$ cat config.mk
export PLATFORM = sky130hd
export DESIGN_NAME = config_stream_loader_flat
export DESIGN_NICKNAME = d
export VERILOG_FILES = /design/src/rtl/cfg_bus_pkg.sv /design/src/rtl/config_stream_loader_if.sv /design/src/rtl/cfg_frame_assembler.sv /design/src/rtl/config_stream_loader.sv /design/src/flat_wrapper.sv
export SDC_FILE = /design/constraint.sdc
export NUM_CORES = 1
export LEC_CHECK = 0
export BUFFER_PORTS_ARGS = -buffer_cell sky130_fd_sc_hd__clkbuf_2
export CAP_MARGIN = 20
export CORE_MARGIN = 3
export CORE_UTILIZATION = 55
export DETAILED_ROUTE_END_ITERATION = 8
export GPL_TIMING_DRIVEN = 0
export PLACE_DENSITY = 0.85
export SLEW_MARGIN = 15
export SYNTH_ARGS = -nofsm -noshare
export SYNTH_HDL_FRONTEND = slang
export SYNTH_HIERARCHICAL = 1
export SYNTH_SLANG_ARGS = --single-unit
$ cat constraint.sdc
create_clock -name clk -period 4.5 [get_ports clk]
set_input_delay 0.45 -clock clk [delete_from_list [all_inputs] [get_ports clk]]
set_output_delay 0.45 -clock clk [all_outputs]
set_load 0.01 [all_outputs]
$ cat src/rtl/cfg_bus_pkg.sv
// Shared definitions for the fabric configuration bus: widths, reserved
// addresses and the loader state encoding. pe_tile decode imports this too.
package cfg_bus_pkg;
    localparam int CFG_ADDR_W  = 32;
    localparam int CFG_DATA_W  = 32;
    localparam int FRAME_BYTES = 8;

    localparam logic [CFG_ADDR_W-1:0] IDLE_ADDR = 32'h0000_0000;
    localparam logic [CFG_ADDR_W-1:0] END_ADDR  = 32'hFFFF_FFFF;

    typedef enum logic [1:0] {
        RECV  = 2'd0,
        DRIVE = 2'd1,
        GAP   = 2'd2,
        DONE  = 2'd3
    } loader_state_t;
endpackage

$ cat src/rtl/config_stream_loader_if.sv
// Host byte stream handshake plus the broadcast configuration bus.
// The master side is the byte source; the slave side is the loader.
interface config_stream_loader_if;
    import cfg_bus_pkg::*;

    logic [7:0]            byte_in;
    logic                  byte_valid;
    logic                  byte_ready;
    logic [CFG_ADDR_W-1:0] config_addr;
    logic [CFG_DATA_W-1:0] config_data;

    modport master (
        output byte_in, byte_valid,
        input  byte_ready, config_addr, config_data
    );

    modport slave (
        input  byte_in, byte_valid,
        output byte_ready, config_addr, config_data
    );
endinterface

$ cat src/rtl/cfg_frame_assembler.sv
// Collects accepted bytes into a little-endian 64-bit (addr,data) frame and
// flags the cycle in which the eighth byte arrives.
module cfg_frame_assembler
    import cfg_bus_pkg::*;
(
    input  logic                  clk,
    input  logic                  reset,
    input  logic [7:0]            byte_in,
    input  logic                  take,
    output logic                  frame_valid,
    output logic [CFG_ADDR_W-1:0] frame_addr,
    output logic [CFG_DATA_W-1:0] frame_data
);
    logic [2:0]  idx;
    logic [63:0] shreg;
    logic [63:0] next_frame;

    // Shifting in from the top leaves byte 0 in bits [7:0] after eight bytes.
    assign next_frame  = {byte_in, shreg[63:8]};
    assign frame_valid = take && (idx == 3'd7);
    assign frame_addr  = next_frame[CFG_ADDR_W-1:0];
    assign frame_data  = next_frame[63:CFG_ADDR_W];

    always_ff @(posedge clk) begin
        if (reset) begin
            idx <= 3'd0;
        end else if (take) begin
            idx <= idx + 3'd1;
        end
    end

    always_ff @(posedge clk) begin
        if (take) begin
            shreg <= next_frame;
        end
    end
endmodule

$ cat src/rtl/config_stream_loader.sv
// Configuration bus initiator: turns the host byte stream into held
// (addr,data) writes separated by an idle cycle, and stops at the END frame.
module config_stream_loader #(
    parameter int                                    HOLD_CYCLES = 1,
    parameter logic [cfg_bus_pkg::CFG_ADDR_W-1:0]    IDLE_ADDR   = cfg_bus_pkg::IDLE_ADDR,
    parameter logic [cfg_bus_pkg::CFG_ADDR_W-1:0]    END_ADDR    = cfg_bus_pkg::END_ADDR,
    parameter int                                    CNT_W       = 16
) (
    input  logic                 clk,
    input  logic                 reset,
    config_stream_loader_if.slave bus,
    output logic                 config_done,
    output logic [CNT_W-1:0]     frame_count,
    output logic                 frame_err
);
    localparam int HOLD_W = (HOLD_CYCLES > 1) ? $clog2(HOLD_CYCLES) : 1;
    localparam logic [HOLD_W-1:0] HOLD_LAST = HOLD_W'(HOLD_CYCLES - 1);

    cfg_bus_pkg::loader_state_t                state;
    logic [HOLD_W-1:0]                         hold;
    logic                                      ready_q;
    logic [cfg_bus_pkg::CFG_ADDR_W-1:0]        addr_q;
    logic [cfg_bus_pkg::CFG_DATA_W-1:0]        data_q;
    logic                                      take;
    logic                                      frame_valid;
    logic [cfg_bus_pkg::CFG_ADDR_W-1:0]        frame_addr;
    logic [cfg_bus_pkg::CFG_DATA_W-1:0]        frame_data;

    assign take            = bus.byte_valid && ready_q;
    assign bus.byte_ready  = ready_q;
    assign bus.config_addr = addr_q;
    assign bus.config_data = data_q;

    cfg_frame_assembler u_asm (
        .clk         (clk),
        .reset       (reset),
        .byte_in     (bus.byte_in),
        .take        (take),
        .frame_valid (frame_valid),
        .frame_addr  (frame_addr),
        .frame_data  (frame_data)
    );

    always_ff @(posedge clk) begin
        if (reset) begin
            state       <= cfg_bus_pkg::RECV;
            hold        <= '0;
            ready_q     <= 1'b1;
            addr_q      <= IDLE_ADDR;
            data_q      <= '0;
            config_done <= 1'b0;
            frame_count <= '0;
            frame_err   <= 1'b0;
        end else begin
            unique case (state)
                cfg_bus_pkg::RECV: begin
                    if (frame_valid) begin
                        if (frame_addr == END_ADDR) begin
                            state       <= cfg_bus_pkg::DONE;
                            ready_q     <= 1'b0;
                            config_done <= 1'b1;
                        end else if (frame_addr == IDLE_ADDR) begin
                            // Driving IDLE_ADDR would be invisible to tiles; drop and flag it.
                            frame_err <= 1'b1;
                        end else begin
                            state   <= cfg_bus_pkg::DRIVE;
                            ready_q <= 1'b0;
                            addr_q  <= frame_addr;
                            data_q  <= frame_data;
                            hold    <= '0;
                            if (frame_count != '1) begin
                                frame_count <= frame_count + 1'b1;
                            end
                        end
                    end
                end
                cfg_bus_pkg::DRIVE: begin
                    if (hold == HOLD_LAST) begin
                        state  <= cfg_bus_pkg::GAP;
                        addr_q <= IDLE_ADDR;
                    end else begin
                        hold <= hold + 1'b1;
                    end
                end
                cfg_bus_pkg::GAP: begin
                    state   <= cfg_bus_pkg::RECV;
                    ready_q <= 1'b1;
                end
                cfg_bus_pkg::DONE: begin
                    ready_q <= 1'b0;
                    addr_q  <= IDLE_ADDR;
                end
                default: state <= cfg_bus_pkg::RECV;
            endcase
        end
    end
endmodule

$ cat src/flat_wrapper.sv
// flat-port wrapper written by rule: the top's interface ports become plain ports
module config_stream_loader_flat 
#(
    parameter int                                    HOLD_CYCLES = 1,
    parameter logic [cfg_bus_pkg::CFG_ADDR_W-1:0]    IDLE_ADDR   = cfg_bus_pkg::IDLE_ADDR,
    parameter logic [cfg_bus_pkg::CFG_ADDR_W-1:0]    END_ADDR    = cfg_bus_pkg::END_ADDR,
    parameter int                                    CNT_W       = 16
)
  (clk, reset, config_done, frame_count, frame_err, bus_byte_in, bus_byte_valid, bus_byte_ready, bus_config_addr, bus_config_data);
  config_stream_loader_if bus_i ();
  input  logic clk;
  input  logic reset;
  output logic config_done;
  output logic [CNT_W-1:0] frame_count;
  output logic frame_err;
  input wire logic [$bits(bus_i.byte_in)-1:0] bus_byte_in;
  input wire logic [$bits(bus_i.byte_valid)-1:0] bus_byte_valid;
  output wire logic [$bits(bus_i.byte_ready)-1:0] bus_byte_ready;
  output wire logic [$bits(bus_i.config_addr)-1:0] bus_config_addr;
  output wire logic [$bits(bus_i.config_data)-1:0] bus_config_data;
  assign bus_i.byte_in = bus_byte_in;
  assign bus_i.byte_valid = bus_byte_valid;
  assign bus_byte_ready = bus_i.byte_ready;
  assign bus_config_addr = bus_i.config_addr;
  assign bus_config_data = bus_i.config_data;
  config_stream_loader #(.HOLD_CYCLES(HOLD_CYCLES), .IDLE_ADDR(IDLE_ADDR), .END_ADDR(END_ADDR), .CNT_W(CNT_W)) u_core (.clk(clk), .reset(reset), .bus(bus_i), .config_done(config_done), .frame_count(frame_count), .frame_err(frame_err));
endmodule
==> results by stage, run 1 <==
Outcome:
- The flow ran to the end, and the final reports show no timing, DRC or antenna violations.

Die:
- The number of cell rows is 35.
- The floorplan step defined a core boundary enclosing 0.00933 mm^2.
- The die covers 0.0109 mm^2.
- The die is 104 um tall.
- The top-level I/O count is 94.
- The starting utilization of the core area is 0.571.
- The x dimension of the die is 104 um.

CTS:
- Clock-pin slew was measured on the worst setup and hold paths at 60 ps.
- The hold buffer count at cts is 0.
- The total CTS buffers is 17.
- The number of gates resized after cts is 0.
- TritonCTS built the clock tree.
- The clock tree root driver cell is sky130_fd_sc_hd__clkbuf_8.
- The clock sink count is 144.
- The maximum buffer depth of the clock tree is 2.
- The post-CTS repair timing setup buffer count is 0.
- The insertion delay to the later sink of the worst-skew pair is 500 ps.
- The level count of the clock H-tree is 4.

Placed design:
- The HPWL after detailed placement is 7550 um.
- The pre-CTS setup slack is 1580 ps.
- The last weighted congestion value of the routability-driven placer is 0.872.
- The port buffer count is 93.

STA:
- The final period demand of the worst path is 2740 ps.
- Setup repair after global routing left no endpoint under its margin.
- The count of endpoints failing hold in the final timing report is 0.
- The number of pins with negative max-slew slack in the final report came to 0.
- The highest clock frequency the design can meet is 0.365 GHz.
- The hold slack is 140 ps.
- Between clock sinks in the finished design, the worst skew comes to 9.71 ps.
- The normalized max-slew margin is 0.473.
- Setup total negative slack on the finished layout was measured at 0 ps.
- The final period utilization is 0.609.
- At the pin with the least slew margin, the transition time is 790 ps.
- Setup violations remaining at the end of the flow were counted as 0.
- Setup slack closes at 1760 ps.

Synthesis:
- The library cell with the largest summed area after synthesis is sky130_fd_sc_hd__dfxtp_1.
- The synthesized netlist net count is 431.
- The netlist uses 49 different library cells.
- Yosys mapped a number of flops with a built-in enable equal to 56.
- By area the synthesized netlist is led by sky130_fd_sc_hd__dfxtp_1 (33%), sky130_fd_sc_hd__edfxtp_1 (32%), sky130_fd_sc_hd__mux2i_1 (6.6%), sky130_fd_sc_hd__a22o_1 (5.3%), sky130_fd_sc_hd__nor2_1 (3.4%).
- The gate count of the mapped netlist is 412.
- By instance count, the leading cell after synthesis is sky130_fd_sc_hd__dfxtp_1.
- The top flip-flop cell by instance count after synthesis is sky130_fd_sc_hd__dfxtp_1.
- The register bit total from synthesis is 144.
- In this run the cell area of the synthesized design comes to 0.00532 mm^2.
- Of the post-synthesis cell area, the dominant cell type holds 0.331.
- The portion of the post-synthesis area used by sequential elements is 0.647.
- Counting instances in the post-synthesis netlist gives the leading cell types as sky130_fd_sc_hd__dfxtp_1 (88), sky130_fd_sc_hd__edfxtp_1 (56), sky130_fd_sc_hd__nor2_1 (48).
- After synthesis, the mean cell area works out to 12.9 um^2.
- The fraction of registers with async set or reset after synthesis is 0.
- Yosys printed 6 warnings.

Pwr:
- Across the VDD grid, the largest voltage drop is 282 uV.
- In this run the power density over the cells is 545 mW/mm^2.
- The leakage component of the power is 2.83 nW.

Final layout:
- In the final layout, the share of cells above drive strength 1 is 0.300.
- The synthesis-to-finish area growth is 22.1%.
- The repair_antennas step left the layout with diodes totalling 0.
- Counting the fill cells in the layout gives 651.
- The number of nets at the end of the flow is 543.

Routing:
- The final antenna-violating net count is 0.
- For this block, the routed nets add up to 10800 um of wire.
- The mean number of vias per cell is 5.49.
- The number of search-and-repair iterations in the first detailed-routing pass is 4.
- In this run, the number of DRC markers left after iteration 0 of detailed routing was 241.
- The total via count in the routed design is 3659.
- After detailed routing, the average wire length per cell comes to 16.2 um.
- The total DRC errors in the routed layout is 0.

Worst setup path:
- The maximum fanout count along the critical path is 60.
- For the worst setup path, the data required time is 4940 ps.
- The kind of end point of the critical path is a register.
- The startpoint identified for the worst register-to-register timing path is u_core/bus.byte_ready.
- At the worst endpoint, the arrival time is 3180 ps.
- The sort of element at the start of the critical path is a register.
- The type of the worst setup path is register to register.
- The timing startpoint of the critical path is u_core/bus.byte_ready.

Global routing:
- Across every metal layer, demand over resource in global routing totals 0.197.
- The number of antenna violations at the first check in global routing is 0.
- The via count of the first global-routing pass is 3497.
- Entering global routing, the biggest net connects 61 pins.
- The first-pass GRT wire length is 17200 um.
- The total overflow left after global routing is 0.

Hold path:
- The type of the tightest min-delay check is input port to register.
- The worst hold path begins at bus_byte_in[5].

Flow run:
- The reported max-cap violation count is 0.
## final timing paths
kind	to	slack [ps]	cells past startpoint
hold / removal	u_core/u_asm/shreg[61]	140	1
setup / recovery	u_core/bus.config_addr[23]	1760	6
setup reg to reg	u_core/bus.config_addr[23]	1760	6
hold reg to reg	u_core/u_asm/shreg[55]	450	0
## metal layers
metal | GRT usage | share of wire | up-vias
met3 | 0.0534 | 0.063 | 12
met1 | 0.238 | 0.42 | 1756
li1 | - | - | 1767
met5 | 0 | 0 | -
met2 | 0.332 | 0.50 | 124
met4 | 0.0807 | 0.015 | 0
## state kept, by name, summed over array words and instances (netlist names)
signal	count
u_core/bus.byte_ready	1
u_core/bus.config_addr	32
u_core/bus.config_data	32
u_core/config_done	1
u_core/frame_count	16
u_core/frame_err	1
u_core/state	2
u_core/u_asm/idx	3
u_core/u_asm/shreg	56
## final cells by class
class	count	area [um^2]	share of cell area
Timing Repair Buffer	93	465	0.0716
Multi-Input combinational cell	236	1680	0.258
Sequential cell	144	3440	0.530
Inverter	6	22.5	0.00346
Buffer	26	184	0.0283
Clock buffer	20	435	0.0670
Tap cell	129	161	0.0248
Clock inverter	12	113	0.0173
## critical path, cell delays in order, from the launching register on
cell and delay (ps):
sky130_fd_sc_hd__dfxtp_1 350, sky130_fd_sc_hd__and2_4 660, sky130_fd_sc_hd__and2_2 330, sky130_fd_sc_hd__nand4b_1 140, sky130_fd_sc_hd__a2111oi_2 640, sky130_fd_sc_hd__buf_2 360
sky130_fd_sc_hd__a22o_1 180
## layout by cell type (no fill, tap or decap), types with 5 or more instances in the layout
cell type / n
sky130_fd_sc_hd__clkbuf_2: 93
sky130_fd_sc_hd__dfxtp_1: 88
sky130_fd_sc_hd__edfxtp_1: 56
sky130_fd_sc_hd__nor2_1: 48
sky130_fd_sc_hd__mux2i_1: 35
sky130_fd_sc_hd__a22o_1: 32
sky130_fd_sc_hd__clkbuf_16: 16
sky130_fd_sc_hd__nand4_1: 15
sky130_fd_sc_hd__buf_4: 14
sky130_fd_sc_hd__a21oi_1: 12
sky130_fd_sc_hd__nor4_1: 11
sky130_fd_sc_hd__ha_1: 8
sky130_fd_sc_hd__nand2_1: 7
sky130_fd_sc_hd__nand3_1: 7
sky130_fd_sc_hd__o21ai_0: 7
sky130_fd_sc_hd__clkbuf_1: 6
sky130_fd_sc_hd__inv_1: 6
sky130_fd_sc_hd__or3_1: 6
sky130_fd_sc_hd__buf_2: 5
sky130_fd_sc_hd__or4_1: 5
## kinds of logic (layout without fill, tap and decap cells)
family,after synthesis,after routing,synth area share
AO/OA/AOI/OAI,63,63,0.0884
XOR/XNOR,2,2,0.00329
adder cells (fa/ha/maj),8,8,0.0188
buffers and inverters,32,157,0.0388
flip-flops,144,144,0.647
multiplexers,38,38,0.0722
AND/OR/NAND/NOR,125,125,0.132
## metrics by stage
stage	utilization	std cells	power (mW)	instance area, um^2
6_report	0.697	666	3.54	6500
4_1_cts	0.697	666	3.56	6500
2_1_floorplan	-	412	2.08	5320
3_3_place_gp	0.638	634	2.26	5950
3_5_place_dp	0.638	634	2.29	5950
5_1_grt	0.697	666	3.69	6500
## where the power goes
group | internal (mW) | total (mW) | switching [mW]
Sequential | 1.62 | 1.77 | 0.157
Clock | 0.752 | 1.27 | 0.516
Combinational | 0.220 | 0.502 | 0.282
(Power assumes the default switching activity.)
==> inputs of run 2 (changes only) <==
--- a/config.mk
+++ b/config.mk
@@ -5,13 +5,14 @@
 export SDC_FILE = /design/constraint.sdc
 export NUM_CORES = 1
 export LEC_CHECK = 0
+export ABC_AREA = 1
 export BUFFER_PORTS_ARGS = -buffer_cell sky130_fd_sc_hd__clkbuf_2
 export CAP_MARGIN = 20
 export CORE_MARGIN = 3
-export CORE_UTILIZATION = 55
+export CORE_UTILIZATION = 57
 export DETAILED_ROUTE_END_ITERATION = 8
 export GPL_TIMING_DRIVEN = 0
-export PLACE_DENSITY = 0.85
+export PLACE_DENSITY = 0.86
 export SLEW_MARGIN = 15
 export SYNTH_ARGS = -nofsm -noshare
 export SYNTH_HDL_FRONTEND = slang
==> constraint.sdc (replaced) <==
create_clock -name clk -period 2.7 [get_ports clk]
set_input_delay 0.27 -clock clk [delete_from_list [all_inputs] [get_ports clk]]
set_output_delay 0.27 -clock clk [all_outputs]
set_load 0.01 [all_outputs]
==> run 2 against run 1 <==
Die area is 11% higher. Largest power group unchanged. Largest cell class unchanged. Synthesized cell count is 74% higher. Highest routed layer unchanged. Design area is 15% higher.
==> results by stage, run 2 <==
Pwr:
- The power per standard cell area came to 897 mW/mm^2 (+65%).
- The switching power total is 2.20 mW (+130%).
- The leakage component of the power is 3.19 nW (+13%).
- The peak ir drop on the vdd network is 565 uV (+100%).
- The net switching share of the total power was 0.327 (+0.0580).
- The sequential cell fraction of total power is 0.439 (-0.061).
- The combinational power share is 0.222 (+0.080).
- The internal power consumption is 4.53 mW (+75%).
- The power share of the clock group was 0.339 (-0.019).

Worst setup path:
- The maximum fanout count along the critical path was 39 (-35%).
- The register-to-register setup slack is 240 ps (-1520 ps).
- The worst register-to-register path begins at u_core/bus.byte_ready.
- The data required time at the worst endpoint is 3120 ps (-1820 ps).
- The cell count of the worst reg-to-reg path is 12 (+6).
- The most critical setup path has its startpoint at u_core/bus.byte_ready.
- The critical path ends at u_core/bus.config_addr[12].
- The end of the worst register-to-register path is u_core/bus.config_addr[12].
- The type of the worst setup path is register to register.
- STA classifies the critical path endpoint as a register.
- The sort of element at the start of the critical path is a register.
- The data arrival at the endpoint of the critical path is 2880 ps (-300 ps).

Placed design:
- The last weighted congestion value of the routability-driven placer is 0.915 (+5.0%).
- The HPWL reported at the end of detailed placement is 10200 um (+35%).
- The port buffer count came to 93 (unchanged).

Final layout:
- The flip-flop count of the largest register, all copies and words added is 56 (unchanged).
- In the layout the commonest cells are sky130_fd_sc_hd__nand2_1 (186), sky130_fd_sc_hd__nor2_1 (120), sky130_fd_sc_hd__clkbuf_2 (93).
- u_core/u_asm/shreg holds more flip-flops than any other register.
- The storage element area is 0.00344 mm^2 (unchanged).
- The share of the core filled with cells was 0.720 (+0.0230).
- The fill cell total of the finished layout is 717 (+10%).
- The area growth from synthesis to layout is 21.5%.
- The number of nets at the end of the flow is 855 (+57%).
- The library cell used most frequently in the layout, excluding fill and tap cells, is sky130_fd_sc_hd__nand2_1.
- The number of inserted diodes was 0 (unchanged).
- The combined area of the multi-input logic cells is 0.00232 mm^2 (+38%).
- The fraction of layout instances using a drive strength above 1 was 0.205 (-0.0949).

Routing:
- The final antenna-violating net count came to 0 (unchanged).
- The routed wire length is 14900 um (+38%).
- The number of search-and-repair iterations in the first detailed-routing pass is 7 (+3).
- The mean number of vias per cell came to 5.52 (+0.56%).
- The detail-routed net length per standard cell is 15.1 um (-6.8%).
- The total via count in the routed design is 5442 (+49%).
- The total DRC errors in the routed layout is 0 (unchanged).
- The first-iteration detailed-routing DRC count is 420 (+74%).

STA:
- The number of pins with negative max-slew slack in the final report is 0 (unchanged).
- The normalized max-slew margin is 0.618 (+0.144).
- The final period utilization is 0.912 (+0.303).
- The transition at the pin with the smallest max-transition slack is 572 ps (-218 ps).
- The number of setup violations in the final report is 0 (unchanged).
- Setup repair after global routing left no endpoint under its margin.
- The highest clock frequency the design can meet is 0.406 GHz (+11%).
- The count of endpoints failing hold in the final timing report is 0 (unchanged).
- The hold slack was 120 ps (-20.1 ps).
- The worst setup skew after layout was 8.26 ps (-1.45 ps).
- The final period demand of the worst path came to 2460 ps (-278 ps).

Synthesis:
- By area the synthesized netlist is led by sky130_fd_sc_hd__dfxtp_1 (29%), sky130_fd_sc_hd__edfxtp_1 (27%), sky130_fd_sc_hd__nand2_1 (11%), sky130_fd_sc_hd__nor2_1 (7.3%), sky130_fd_sc_hd__nand4_1 (5.2%).
- The average cell area after synthesis is 8.63 um^2 (-33%).
- The area fraction of the dominant cell type after synthesis came to 0.285 (-0.0456).
- The gate count of the mapped netlist is 715 (+74%).
- The top flip-flop cell by instance count after synthesis is sky130_fd_sc_hd__dfxtp_1.
- The number of warnings issued by yosys was 6 (unchanged).
- By count the netlist is led by sky130_fd_sc_hd__nand2_1 (186), sky130_fd_sc_hd__nor2_1 (120), sky130_fd_sc_hd__dfxtp_1 (88).
- The library cell with the largest summed area after synthesis is sky130_fd_sc_hd__dfxtp_1.
- The most frequent cell after synthesis is sky130_fd_sc_hd__nand2_1.
- The fraction of registers with async set or reset after synthesis was 0 (unchanged).
- The number of synthesized flops with an enable pin was 56 (unchanged).
- The synthesized netlist net count came to 734 (+70%).
- The register bit total from synthesis is 144 (unchanged).
- The netlist area before placement is 0.00617 mm^2 (+16%).
- The number of distinct library cells after synthesis is 28 (-43%).
- The portion of the post-synthesis area used by sequential elements is 0.558 (-0.0892).

CTS:
- The maximum buffer depth of the clock tree is 2 (unchanged).
- The clock tree root driver cell is sky130_fd_sc_hd__clkbuf_8.
- The insertion delay to the later sink of the worst-skew pair was 530 ps (+30 ps).
- The level count of the clock H-tree is 4 (unchanged).
- TritonCTS built the clock tree.
- The number of gates resized after cts is 0 (unchanged).
- The clock sink count is 144 (unchanged).
- The clock slew at the register clock pins of the worst setup and hold paths came to 70 ps (about the same).
- The total CTS buffers is 17 (unchanged).

Die:
- The core area is 0.0104 mm^2 (+12%).
- The vertical die dimension is 110 um (+5.5%).
- The top-level I/O count is 94 (unchanged).
- The overall die area is 0.0121 mm^2 (+11%).
- The starting utilization of the core area is 0.593 (+0.0220).
- The x dimension of the die is 110 um (+5.5%).
- The number of cell rows was 37 (+5.7%).

Global routing:
- The number of antenna violations at the first check in global routing was 0 (unchanged).
- The total global routing overflow is 0 (unchanged).
- The aggregate global-route resource usage is 0.252 (+0.0553).
- The via count of the first global-routing pass is 5207 (+49%).
- The first-pass GRT wire length is 23700 um (+38%).
- The largest net degree at the start of global routing was 40 (-34%).

Hold path:
- The type of the tightest min-delay check is input port to register.

Outcome:
- The flow ran to the end, and the final reports show no timing, DRC or antenna violations.

Flow run:
- The reported max-cap violation count was 0 (unchanged).
[run 2: cells by family after synthesis]
logic type,after synthesis,synth area share
buffers and inverters,81,0.0669
AO/OA/AOI/OAI,53,0.0446
adder cells (fa/ha/maj),8,0.0162
flip-flops,144,0.558
AND/OR/NAND/NOR,420,0.302
XOR/XNOR,9,0.0128
[run 2: metrics by stage]
stage	cells	cell area, um^2	setup TNS [ps]	setup slack [ps]	power [mW]
2_1_floorplan	715	6180	0	346	3.98
3_3_place_gp	944	6810	-1340	-50.2	4.34
3_5_place_dp	945	6830	0	213	4.45
4_1_cts	985	7500	0	236	6.73
5_1_grt	985	7500	0	3.38	7.08
6_report	985	7500	0	239	6.73
[run 2: layout make-up]
type | count | share of cell area
Inverter | 32 | 0.0165
Clock buffer | 17 | 0.0552
Tap cell | 136 | 0.0227
Buffer | 49 | 0.0390
Multi-Input combinational cell | 490 | 0.309
Timing Repair Buffer | 102 | 0.0754
Sequential cell | 144 | 0.459
Clock inverter | 15 | 0.0229
[run 2: timing repair]
item	CTS	global route
setup buffers	0	0
hold buffers	8	0
endpoints found under the hold margin	8	0
[run 2: how the worst min path moves through the flow]
stage                            from                     end  depth (start not counted)  slack, ps
2_1_floorplan          bus_byte_in[0]  u_core/u_asm/shreg[56]                          0        370
3_3_place_gp   u_core/u_asm/shreg[51]  u_core/u_asm/shreg[43]                          0        430
3_5_place_dp   u_core/u_asm/shreg[56]  u_core/u_asm/shreg[48]                          0        440
4_1_cts                         reset     u_core/u_asm/idx[0]                          4         90
5_1_grt                         reset     u_core/u_asm/idx[0]                          4        130
6_report                        reset     u_core/u_asm/idx[0]                          4        120
[run 2: layer usage]
layer	vias up	share of wire	global-route usage
li1	2609	-	-
met1	2522	0.37	0.274
met2	260	0.51	0.451
met3	51	0.084	0.0722
met4	0	0.028	0.116
met5	-	0	0
[run 2: critical path: stages (launching register included)]
cell and delay [ps]:
sky130_fd_sc_hd__dfxtp_1 330, sky130_fd_sc_hd__nand2_1 100, sky130_fd_sc_hd__clkinvlp_4 480, sky130_fd_sc_hd__buf_12 390, sky130_fd_sc_hd__nand2_1 80, sky130_fd_sc_hd__inv_1 60, sky130_fd_sc_hd__or2_1 210, sky130_fd_sc_hd__buf_2 160
sky130_fd_sc_hd__o21ai_2 80, sky130_fd_sc_hd__nor2_2 100, sky130_fd_sc_hd__buf_2 180, sky130_fd_sc_hd__nor2_1 120, sky130_fd_sc_hd__nor2_1 60
[run 2: power by group through the flow]
stage,clock network [mW],registers (mW),logic [mW]
final,2.28,2.96,1.49
after global placement,0,2.98,1.36
after detailed placement,0,3.00,1.45
after global routing,2.40,2.99,1.69
after CTS,2.29,2.95,1.48
after floorplan,0,3.01,0.970
==> inputs of run 3 (changes only) <==
--- a/config.mk
+++ b/config.mk
@@ -5,14 +5,15 @@
 export SDC_FILE = /design/constraint.sdc
 export NUM_CORES = 1
 export LEC_CHECK = 0
-export ABC_AREA = 1
+export ABC_AREA = 0
 export BUFFER_PORTS_ARGS = -buffer_cell sky130_fd_sc_hd__clkbuf_2
 export CAP_MARGIN = 20
 export CORE_MARGIN = 3
-export CORE_UTILIZATION = 57
+export CORE_UTILIZATION = 55
 export DETAILED_ROUTE_END_ITERATION = 8
 export GPL_TIMING_DRIVEN = 0
-export PLACE_DENSITY = 0.86
+export PLACE_DENSITY = 0.85
+export SKIP_CTS_REPAIR_TIMING = 1
 export SLEW_MARGIN = 15
 export SYNTH_ARGS = -nofsm -noshare
 export SYNTH_HDL_FRONTEND = slang
==> run 3 against run 2 <==
Critical path depth decreased by 6. Flip-flop and latch count unchanged. Maximum frequency down 3.2%. Power fell by 10%. Clock skew about the same. Combinational power is 43% lower.
==> results by stage, run 3 (same netlist as run 1, synthesis figures left out) <==
CTS:
- The insertion delay to the later sink of the worst-skew pair was 500 ps (-30 ps).
- In this run the clock root is driven by a sky130_fd_sc_hd__clkbuf_8.
- TritonCTS built the clock tree.
- The clock sink count was 144 (unchanged).
- The total CTS buffers came to 17 (unchanged).
- The level count of the clock H-tree came to 4 (unchanged).
- The clock slew at the register clock pins of the worst setup and hold paths is 60 ps (about the same).
- The maximum buffer depth of the clock tree is 2 (unchanged).

STA:
- The final period utilization is 0.942 (+0.0305).
- The count of endpoints failing hold in the final timing report is 0 (unchanged).
- The final-layout setup total negative slack is 0 ps (unchanged).
- The transition at the pin with the smallest max-transition slack is 716 ps (+144 ps).
- The number of setup violations in the final report is 0 (unchanged).
- The normalized max-slew margin came to 0.523 (-0.0950).
- The worst setup skew after layout is 7.78 ps (-0.484 ps).
- The number of pins with negative max-slew slack in the final report is 0 (unchanged).
- The post-route worst setup slack is 156 ps (-82.3 ps).
- The final period demand of the worst path is 2540 ps (+82.3 ps).
- The highest clock frequency the design can meet is 0.393 GHz (-3.2%).

Worst setup path:
- The timing startpoint of the critical path is u_core/bus.byte_ready.
- The data required time at the worst endpoint is 3140 ps (+20 ps).
- STA classifies the critical path endpoint as a register.
- The sort of element at the start of the critical path is a register.
- The data arrival at the endpoint of the critical path is 2980 ps (+100 ps).
- The type of the worst setup path is register to register.
- The maximum fanout count along the critical path came to 30 (-23%).
- The start of the worst register-to-register path is u_core/bus.byte_ready.

Final layout:
- The final cell count without fillers is 675 (-31%).
- The number of nets at the end of the flow is 552 (-35%).
- The area growth from synthesis to layout is 24.3%.
- The area of all placed cells without fillers is 0.00662 mm^2 (-12%).
- The fraction of layout instances using a drive strength above 1 came to 0.299 (+0.0936).
- The leading cell type in the layout, fill and taps excluded is sky130_fd_sc_hd__clkbuf_2.
- The number of inserted diodes is 0 (unchanged).
- The flip-flop count of the largest register, all copies and words added is 56 (unchanged).
- The register with the most flip-flops is u_core/u_asm/shreg.
- The top cell types in the final layout, fill and taps aside, are sky130_fd_sc_hd__clkbuf_2 (93), sky130_fd_sc_hd__dfxtp_1 (88), sky130_fd_sc_hd__edfxtp_1 (56).

Pwr:
- The peak ir drop on the vdd network is 430 uV (-24%).
- The leakage component of the power came to 2.88 nW (-9.8%).
- The overall power after layout is 6.04 mW (-10%).
- The power per standard cell area came to 913 mW/mm^2 (+1.7%).

Die:
- The x dimension of the die was 104 um (-5.2%).
- The top-level I/O count is 94 (unchanged).
- The number of cell rows is 35 (-5.4%).
- The core area is 0.00933 mm^2 (-10%).
- The starting utilization of the core area is 0.571 (-0.0220).
- The overall die area was 0.0109 mm^2 (-10%).
- The vertical die dimension is 104 um (-5.2%).

Placed design:
- The pre-CTS setup slack is -27.8 ps (-241 ps).
- The port buffer count is 93 (unchanged).
- The standard cell area after detailed placement is 0.00595 mm^2 (-13%).
- The HPWL reported at the end of detailed placement was 7470 um (-27%).
- The last weighted congestion value of the routability-driven placer is 0.872 (-4.7%).
- The total placed cells including tap cells is 634 (-33%).

Global routing:
- The largest net degree at the start of global routing is 61 (+53%).
- The number of antenna violations at the first check in global routing was 0 (unchanged).
- The aggregate global-route resource usage was 0.201 (-0.0511).
- The via count of the first global-routing pass was 3613 (-31%).
- The first-pass GRT wire length is 17600 um (-26%).
- The total global routing overflow is 0 (unchanged).

Hold path:
- The type of the tightest min-delay check is input port to register.
- The startpoint of the lowest-slack hold path is reset.

Routing:
- The detail-routed net length per standard cell is 16.5 um (+9.0%).
- The total via count in the routed design is 3706 (-32%).
- The total DRC errors in the routed layout came to 0 (unchanged).
- The final antenna-violating net count is 0 (unchanged).
- The number of search-and-repair iterations in the first detailed-routing pass is 5 (-2).
- The mean number of vias per cell was 5.49 (-0.62%).
- The routed wire length is 11100 um (-25%).
- The first-iteration detailed-routing DRC count is 218 (-48%).

Flow run:
- The reported max-cap violation count is 0 (unchanged).

Outcome:
- The flow ran to the end, and the final reports show no timing, DRC or antenna violations.
==> run 3: layout make-up <==
type                            instances  area [um^2]
Tap cell                              129          161
Sequential cell                       144         3440
Timing Repair Buffer                  101          546
Clock buffer                           19          432
Multi-Input combinational cell        237         1680
Buffer                                 26          184
Fill cell                             625         2710
Inverter                                6         22.5
Clock inverter                         13          145
==> run 3: report_power, final <==
group / total, mW / switching [mW] / internal, mW
Sequential: 2.95 / 0.257 / 2.69
Combinational: 0.852 / 0.475 / 0.377
Clock: 2.24 / 0.953 / 1.29
Total: 6.04 / 1.68 / 4.35
==> run 3: routing by layer <==
layer	GRT usage	share of wire	wire length [um]
met5	0	0	0
met4	0.0712	0.0062	69
met3	0.0608	0.064	711
met2	0.348	0.52	5810
met1	0.235	0.41	4540
==> run 3: final timing paths <==
path	endpoint	slack, ps	cells after the start
worst min-delay path	u_core/u_asm/idx[1]	80	2
worst min register to register	u_core/u_asm/shreg[50]	450	0
worst max register to register	u_core/bus.config_addr[30]	160	6
worst max-delay path	u_core/bus.config_addr[30]	160	6
==> run 3: critical path, stage by stage, from the launching register on <==
cell and delay (ps):
sky130_fd_sc_hd__dfxtp_1 400, sky130_fd_sc_hd__and2_4 460, sky130_fd_sc_hd__and2_2 290, sky130_fd_sc_hd__nand4b_1 140
sky130_fd_sc_hd__a2111oi_2 640, sky130_fd_sc_hd__buf_2 360, sky130_fd_sc_hd__a22o_1 180
==> run 3: through the flow <==
step / utilization / hold slack [ps]
4_1_cts: 0.700 / -63.5
3_5_place_dp: 0.638 / 435
5_1_grt: 0.709 / 67.3
2_1_floorplan: - / 342
6_report: 0.709 / 79.3
3_3_place_gp: 0.638 / 431
